$ cat src/rtl/mt_header_loader.sv
// Polls a BRAM header-ready flag, then copies NUM_CH channel base-address words
// out of BRAM into registers, optionally clearing the flag once the copy is done.
module mt_header_loader #(
   parameter int                NUM_CH      = 8,
   parameter int                ADDR_W      = 32,
   parameter int                DATA_W      = 32,
   parameter logic [ADDR_W-1:0] READY_ADDR  = ADDR_W'(32'h4580_0020),
   parameter logic [DATA_W-1:0] READY_VALUE = DATA_W'(1),
   parameter logic [ADDR_W-1:0] START_ADDR  = ADDR_W'(32'h4580_0000),
   parameter int                OFFSET      = 4,
   parameter int                RD_LATENCY  = 2,
   parameter bit                CLEAR_FLAG  = 1'b1
) (
   input  logic                     clk,
   input  logic                     rst_n,
   output logic                     ram_clk,
   output logic                     ram_rst,
   output logic [ADDR_W-1:0]        ram_addr,
   output logic                     ram_en,
   output logic [DATA_W/8-1:0]      ram_we,
   output logic [DATA_W-1:0]        ram_wd_data,
   input  logic [DATA_W-1:0]        ram_rd_data,
   input  logic                     rearm,
   output logic [NUM_CH*DATA_W-1:0] base_addr_flat,
   output logic [NUM_CH-1:0]        ch_ready,
   output logic                     all_ready,
   output logic                     busy
);

   localparam int               IDX_W    = (NUM_CH > 1) ? $clog2(NUM_CH) : 1;
   localparam logic [IDX_W-1:0] LAST_IDX = IDX_W'(NUM_CH - 1);
   localparam logic [2:0]       LAT_LAST = 3'(RD_LATENCY - 1);

   typedef enum logic [1:0] {
      POLL,
      LOAD,
      CLEAR,
      DONE
   } state_t;

   state_t                    state_q, state_d;
   logic [ADDR_W-1:0]         ram_addr_q, ram_addr_d;
   logic [2:0]                lat_cnt_q, lat_cnt_d;
   logic [IDX_W-1:0]          idx_q, idx_d;
   logic [NUM_CH*DATA_W-1:0]  base_q, base_d;
   logic [NUM_CH-1:0]         ch_ready_q, ch_ready_d;
   logic                      all_ready_q, all_ready_d;
   logic                      sample;

   always_ff @(posedge clk or negedge rst_n) begin
      if (!rst_n) begin
         state_q     <= POLL;
         ram_addr_q  <= READY_ADDR;
         lat_cnt_q   <= 3'd0;
         idx_q       <= '0;
         base_q      <= '0;
         ch_ready_q  <= '0;
         all_ready_q <= 1'b0;
      end else begin
         state_q     <= state_d;
         ram_addr_q  <= ram_addr_d;
         lat_cnt_q   <= lat_cnt_d;
         idx_q       <= idx_d;
         base_q      <= base_d;
         ch_ready_q  <= ch_ready_d;
         all_ready_q <= all_ready_d;
      end
   end

   // The address edge restarts lat_cnt; read data is taken on the RD_LATENCY-th edge after it.
   always_comb begin
      state_d     = state_q;
      ram_addr_d  = ram_addr_q;
      lat_cnt_d   = lat_cnt_q;
      idx_d       = idx_q;
      base_d      = base_q;
      ch_ready_d  = ch_ready_q;
      all_ready_d = &ch_ready_q;
      sample      = (lat_cnt_q == LAT_LAST);

      case (state_q)
         POLL: begin
            if (sample) begin
               lat_cnt_d = 3'd0;
               if (ram_rd_data == READY_VALUE) begin
                  state_d    = LOAD;
                  idx_d      = '0;
                  ram_addr_d = START_ADDR;
               end else begin
                  ram_addr_d = READY_ADDR;
               end
            end else begin
               lat_cnt_d = lat_cnt_q + 3'd1;
            end
         end
         LOAD: begin
            if (sample) begin
               lat_cnt_d                         = 3'd0;
               base_d[idx_q*DATA_W +: DATA_W]    = ram_rd_data;
               ch_ready_d[idx_q]                 = 1'b1;
               if (idx_q != LAST_IDX) begin
                  idx_d      = idx_q + 1'b1;
                  ram_addr_d = ram_addr_q + ADDR_W'(OFFSET);
               end else if (CLEAR_FLAG) begin
                  state_d    = CLEAR;
                  ram_addr_d = READY_ADDR;
               end else begin
                  state_d = DONE;
               end
            end else begin
               lat_cnt_d = lat_cnt_q + 3'd1;
            end
         end
         CLEAR: begin
            state_d = DONE;
         end
         DONE: begin
            // Old base words stay visible until the next load overwrites each slot.
            if (rearm) begin
               state_d     = POLL;
               ram_addr_d  = READY_ADDR;
               lat_cnt_d   = 3'd0;
               idx_d       = '0;
               ch_ready_d  = '0;
               all_ready_d = 1'b0;
            end
         end
         default: begin
            state_d = POLL;
         end
      endcase
   end

   assign ram_clk        = clk;
   assign ram_rst        = 1'b0;
   assign ram_en         = 1'b1;
   assign ram_addr       = ram_addr_q;
   assign ram_we         = (state_q == CLEAR) ? '1 : '0;
   assign ram_wd_data    = '0;
   assign base_addr_flat = base_q;
   assign ch_ready       = ch_ready_q;
   assign all_ready      = all_ready_q;
   assign busy           = (state_q != DONE);

endmodule

$ cat config.mk
export PLATFORM = sky130hd
export DESIGN_NAME = mt_header_loader
export DESIGN_NICKNAME = d
export VERILOG_FILES = /design/src/rtl/mt_header_loader.sv
export SDC_FILE = /design/constraint.sdc
export NUM_CORES = 1
export LEC_CHECK = 0
export ABC_AREA = 1
export BUFFER_PORTS_ARGS = -buffer_cell sky130_fd_sc_hd__buf_2
export CORE_ASPECT_RATIO = 1.4
export CORE_MARGIN = 2
export CORE_UTILIZATION = 53
export DETAILED_ROUTE_END_ITERATION = 12
export GPL_TIMING_DRIVEN = 1
export HOLD_SLACK_MARGIN = 0.02
export MAX_ROUTING_LAYER = met4
export PLACE_DENSITY = 0.88
export RECOVER_POWER = 100
export REMOVE_ABC_BUFFERS = 1
export SLEW_MARGIN = 40
export SYNTH_ARGS = -nofsm -noshare
export SYNTH_HDL_FRONTEND = slang
export SYNTH_SLANG_ARGS = --single-unit
$ cat constraint.sdc
create_clock -name clk -period 2.8 [get_ports clk]
set_clock_uncertainty 0.1 [all_clocks]
set_input_delay 0.56 -clock clk [delete_from_list [all_inputs] [get_ports clk]]
set_output_delay 0.56 -clock clk [all_outputs]
set_load 0.03 [all_outputs]
==> metrics.md <==
| Metric | Value |
|---|---|
| Max Fanout on Critical Path | 36 |
| First-pass GRT wire length | around 65000 µm |
| Hold Vio Cnt, Final | 0 |
| Post-Synthesis Cells | ~1600 |
| Status | complete, no violations |
| Layout cells sized above 1 | just over 7% |
| Placed cell areas | 15400 µm² |
| Crit-path max cell delay | 440 ps |
| Peak VDD IR | between 0.0005 and 0.0006 V |
| Synth Register Bits | about 300 |
| Post-layout min period | about 2600 ps |
| CP max stage cell | buf_4 |
| Router iterations before antenna repair | 8 |
| Worst Path Buf+Inv | 4 |
| Initial DRC count | 930 |
| Pin count of the biggest net entering global routing | 84 |
| Layout Nets | approximately 2000 |
| Row count | 69 |
| Die Span Y | about 190 µm |
| Max-slew violation count | 0 |
| Register Area | 7589 µm² |
| Residual DRC | 0 |
| Area growth syn-to-layout | 19.26% |
| Vias in the first global route | about 12000 |
| Post-Route WL | 42270 µm |
| Simple-gate share of the synthesized area | 21.67% |
| Via density | 5.502 |
| CP Cell Sequence | inv_2, ha_2, ha_2, inv_1, buf_4, nor4_1, buf_4, nor2_1, a21oi_1 |
| Crit Path Class | flop to flop |
| CP Data Arrival Time | 3110 ps |
| FMAX | between 300 and 400 MHz |
| Setup violations, final | 0 |
| Die area | ~27000 µm² |
| Num ports | 372 |
| Synth Area in Adders | 1.208% |
| Port bufs | 335 |
| Die width | roughly 140 µm |
| Pwr Total | approximately 9.2 mW |
| Clk pin slew, worst setup/hold paths | about 70 ps |
| Largest family of logic cells by synthesized area | simple AND/OR/NAND/NOR gates |
| Cells after DPL | 2190 |
| Setup Buffers After CTS | 0 |
| Post-route cell area | 16060 µm² |
| Core area | between 20000 and 30000 µm² |
| Post-CTS Resized | 0 |
| Via count | about 12000 |
| Sequential share of the synthesized area | 56.36% |
| Synthesized area per cell | 8.457 µm² |
| Pwr per Cell Area | around 580 nW/µm² |
| Initial antenna violation count | 1 |
| Post-route ant nets | 0 |
| Worst Max-Slew Pin Slew | 1400 ps |
| Worst setup SP type | flop |
| # fillers | around 2200 |
| CP delay by family, top | buffers and inverters |
| Yosys cell types | 37 |
| Data required, critical path | 3280 ps |
| Xor/xnor cell area share of the yosys netlist | less than 1% |
| Multiplexer area fraction after synthesis | 0% |
| Synth warnings | 0 |
| TritonCTS clock tree | built |
| Final Cycle Share | 93.87% |
| Worst hold path class | primary input to flop |
| Multi-input logic area | around 4800 µm² |
| Initial Util | a little over half |
| Overflow after GRT | 0 |
| Post-Layout Cell Count | around 2200 |
| Post-Synthesis Cell Area | between 10000 and 15000 µm² |
| Pleak | 6.968 nW |
| RSZ-0062 raised after global routing | no |
| Synth Area in Compound Gates | 11.59% |
| Gpl congestion | ~0.94 |
| HPWL after detailed placement | slightly below 30000 µm |
| Hold slack | roughly 130 ps |
| Gr usage total | roughly a third |
| Crit end category | flop |
| WL/cell | around 19 µm |
| Setup_tns | 0 ps |
| Worst skew pair latency | between 600 and 700 ps |
| Slew Limit Headroom | 6.669% |
| Max-Cap Viols | 0 |
## per-stage QoR
stage	setup slack, ps	utilization, %
finish	171.6	63.70
global route	26.65	63.69
CTS	209.7	65.63
detailed placement	276.6	61.08
global placement	317.3	61.06
floorplan	-1138	-
## cell families after synthesis
group / after synthesis
flip-flops: 303
buffers and inverters: 279
AO/OA/AOI/OAI: 293
adder cells (fa/ha/maj): 13
XOR/XNOR: 2
AND/OR/NAND/NOR: 700
other: 2
## tightest hold or removal path: stages
cell	delay (ps)
buf_2	110
nand3_1	80
o21ai_0	80
## worst paths after layout
kind | slack [ps] | start | end | cells past startpoint
hold / removal | 130 | ram_rd_data[31] | base_addr_flat[191]$_DFFE_PN0P_ | 3
setup / recovery | 170 | idx_q[0]$_DFFE_PN0P_ | base_addr_flat[107]$_DFFE_PN0P_ | 9
setup reg to reg | 170 | idx_q[0]$_DFFE_PN0P_ | base_addr_flat[107]$_DFFE_PN0P_ | 9
hold reg to reg | 370 | base_addr_flat[254]$_DFFE_PN0P_ | base_addr_flat[254]$_DFFE_PN0P_ | 2
max in group asynchronous | 450 | rst_n | base_addr_flat[173]$_DFFE_PN0P_ | 3
min in group asynchronous | 400 | rst_n | base_addr_flat[80]$_DFFE_PN0P_ | 2
## power by group
group | switching, mW | internal, mW
clock network | 1.73 | 2.86
logic | 0.228 | 0.0358
registers | 0.00220 | 4.38
total | 1.96 | 7.28
## layout make-up
type                            instances  area share [%]
Clock buffer                           45           5.602
Sequential cell                       303           47.26
Antenna cell                            2         0.03117
Clock inverter                         11           1.449
Tap cell                              319           2.486
Inverter                              158           3.724
Timing Repair Buffer                  367           9.522
Multi-Input combinational cell       1044           29.93
## sequential cells by signal, summed over array words and instances, names as in the netlist
signal / cells
idx_q: 3
all_ready: 1
ram_addr: 30
lat_cnt_q: 3
state_q: 2
base_addr_flat: 256
ch_ready: 8
## cells in the final DEF, fill, tap and decap left out, types with 3 or more instances in the layout
cell and instances:
buf_2 33, inv_2 5, clkbuf_2 6, nand3_1 63, a21oi_1 52, o31ai_1 32, clkinv_2 3, dfstp_2 5
nand4_1 12, nand2_1 385, dfrtp_1 298, inv_1 151, ha_1 11, nor2_1 163, buf_4 15, nor2_2 4
clkbuf_16 32, bufinv_16 7, nor3_1 56, clkbuf_1 314, clkbuf_8 5, o21ai_0 203, conb_1 36
## timing repair
item / 4_1_cts / 5_1_grt
hold buffers: 2 / 0
endpoints found under the setup margin: 0 / 0
hold endpoints to repair: 72 / 0
## synth_stat cells, drive strengths merged
master,number,area [µm²]
a21oi,52,260.3
clkbuf,65,244.0
o21ai,204,1021
nor3b,1,7.510
nand3,66,347.8
nor4,2,27.53
buf,56,372.9
clkinv,1,3.750
dfrtp,298,7457
inv,157,589.3
conb,2,7.510
nor2,167,639.4
nor3,58,300.3
a211oi,1,7.510
o31ai,32,240.2
a22o,1,8.760
xor2,2,17.52
nand4,14,106.4
a21o,1,7.510
or2,3,18.77
ha,13,162.7
o21a,2,15.01
dfstp,5,131.4
nand3b,2,15.01
nand2,387,1455
## metal layers
metal,global-route usage [%],share of wire [%],vias to the layer above
met2,52.27,50,640
met3,6.476,8.4,159
met1,36.42,36,5909
met4,17.17,5.9,0
li1,-,-,5667
met5,-,0,-
Power figures use the tool's default switching activity.
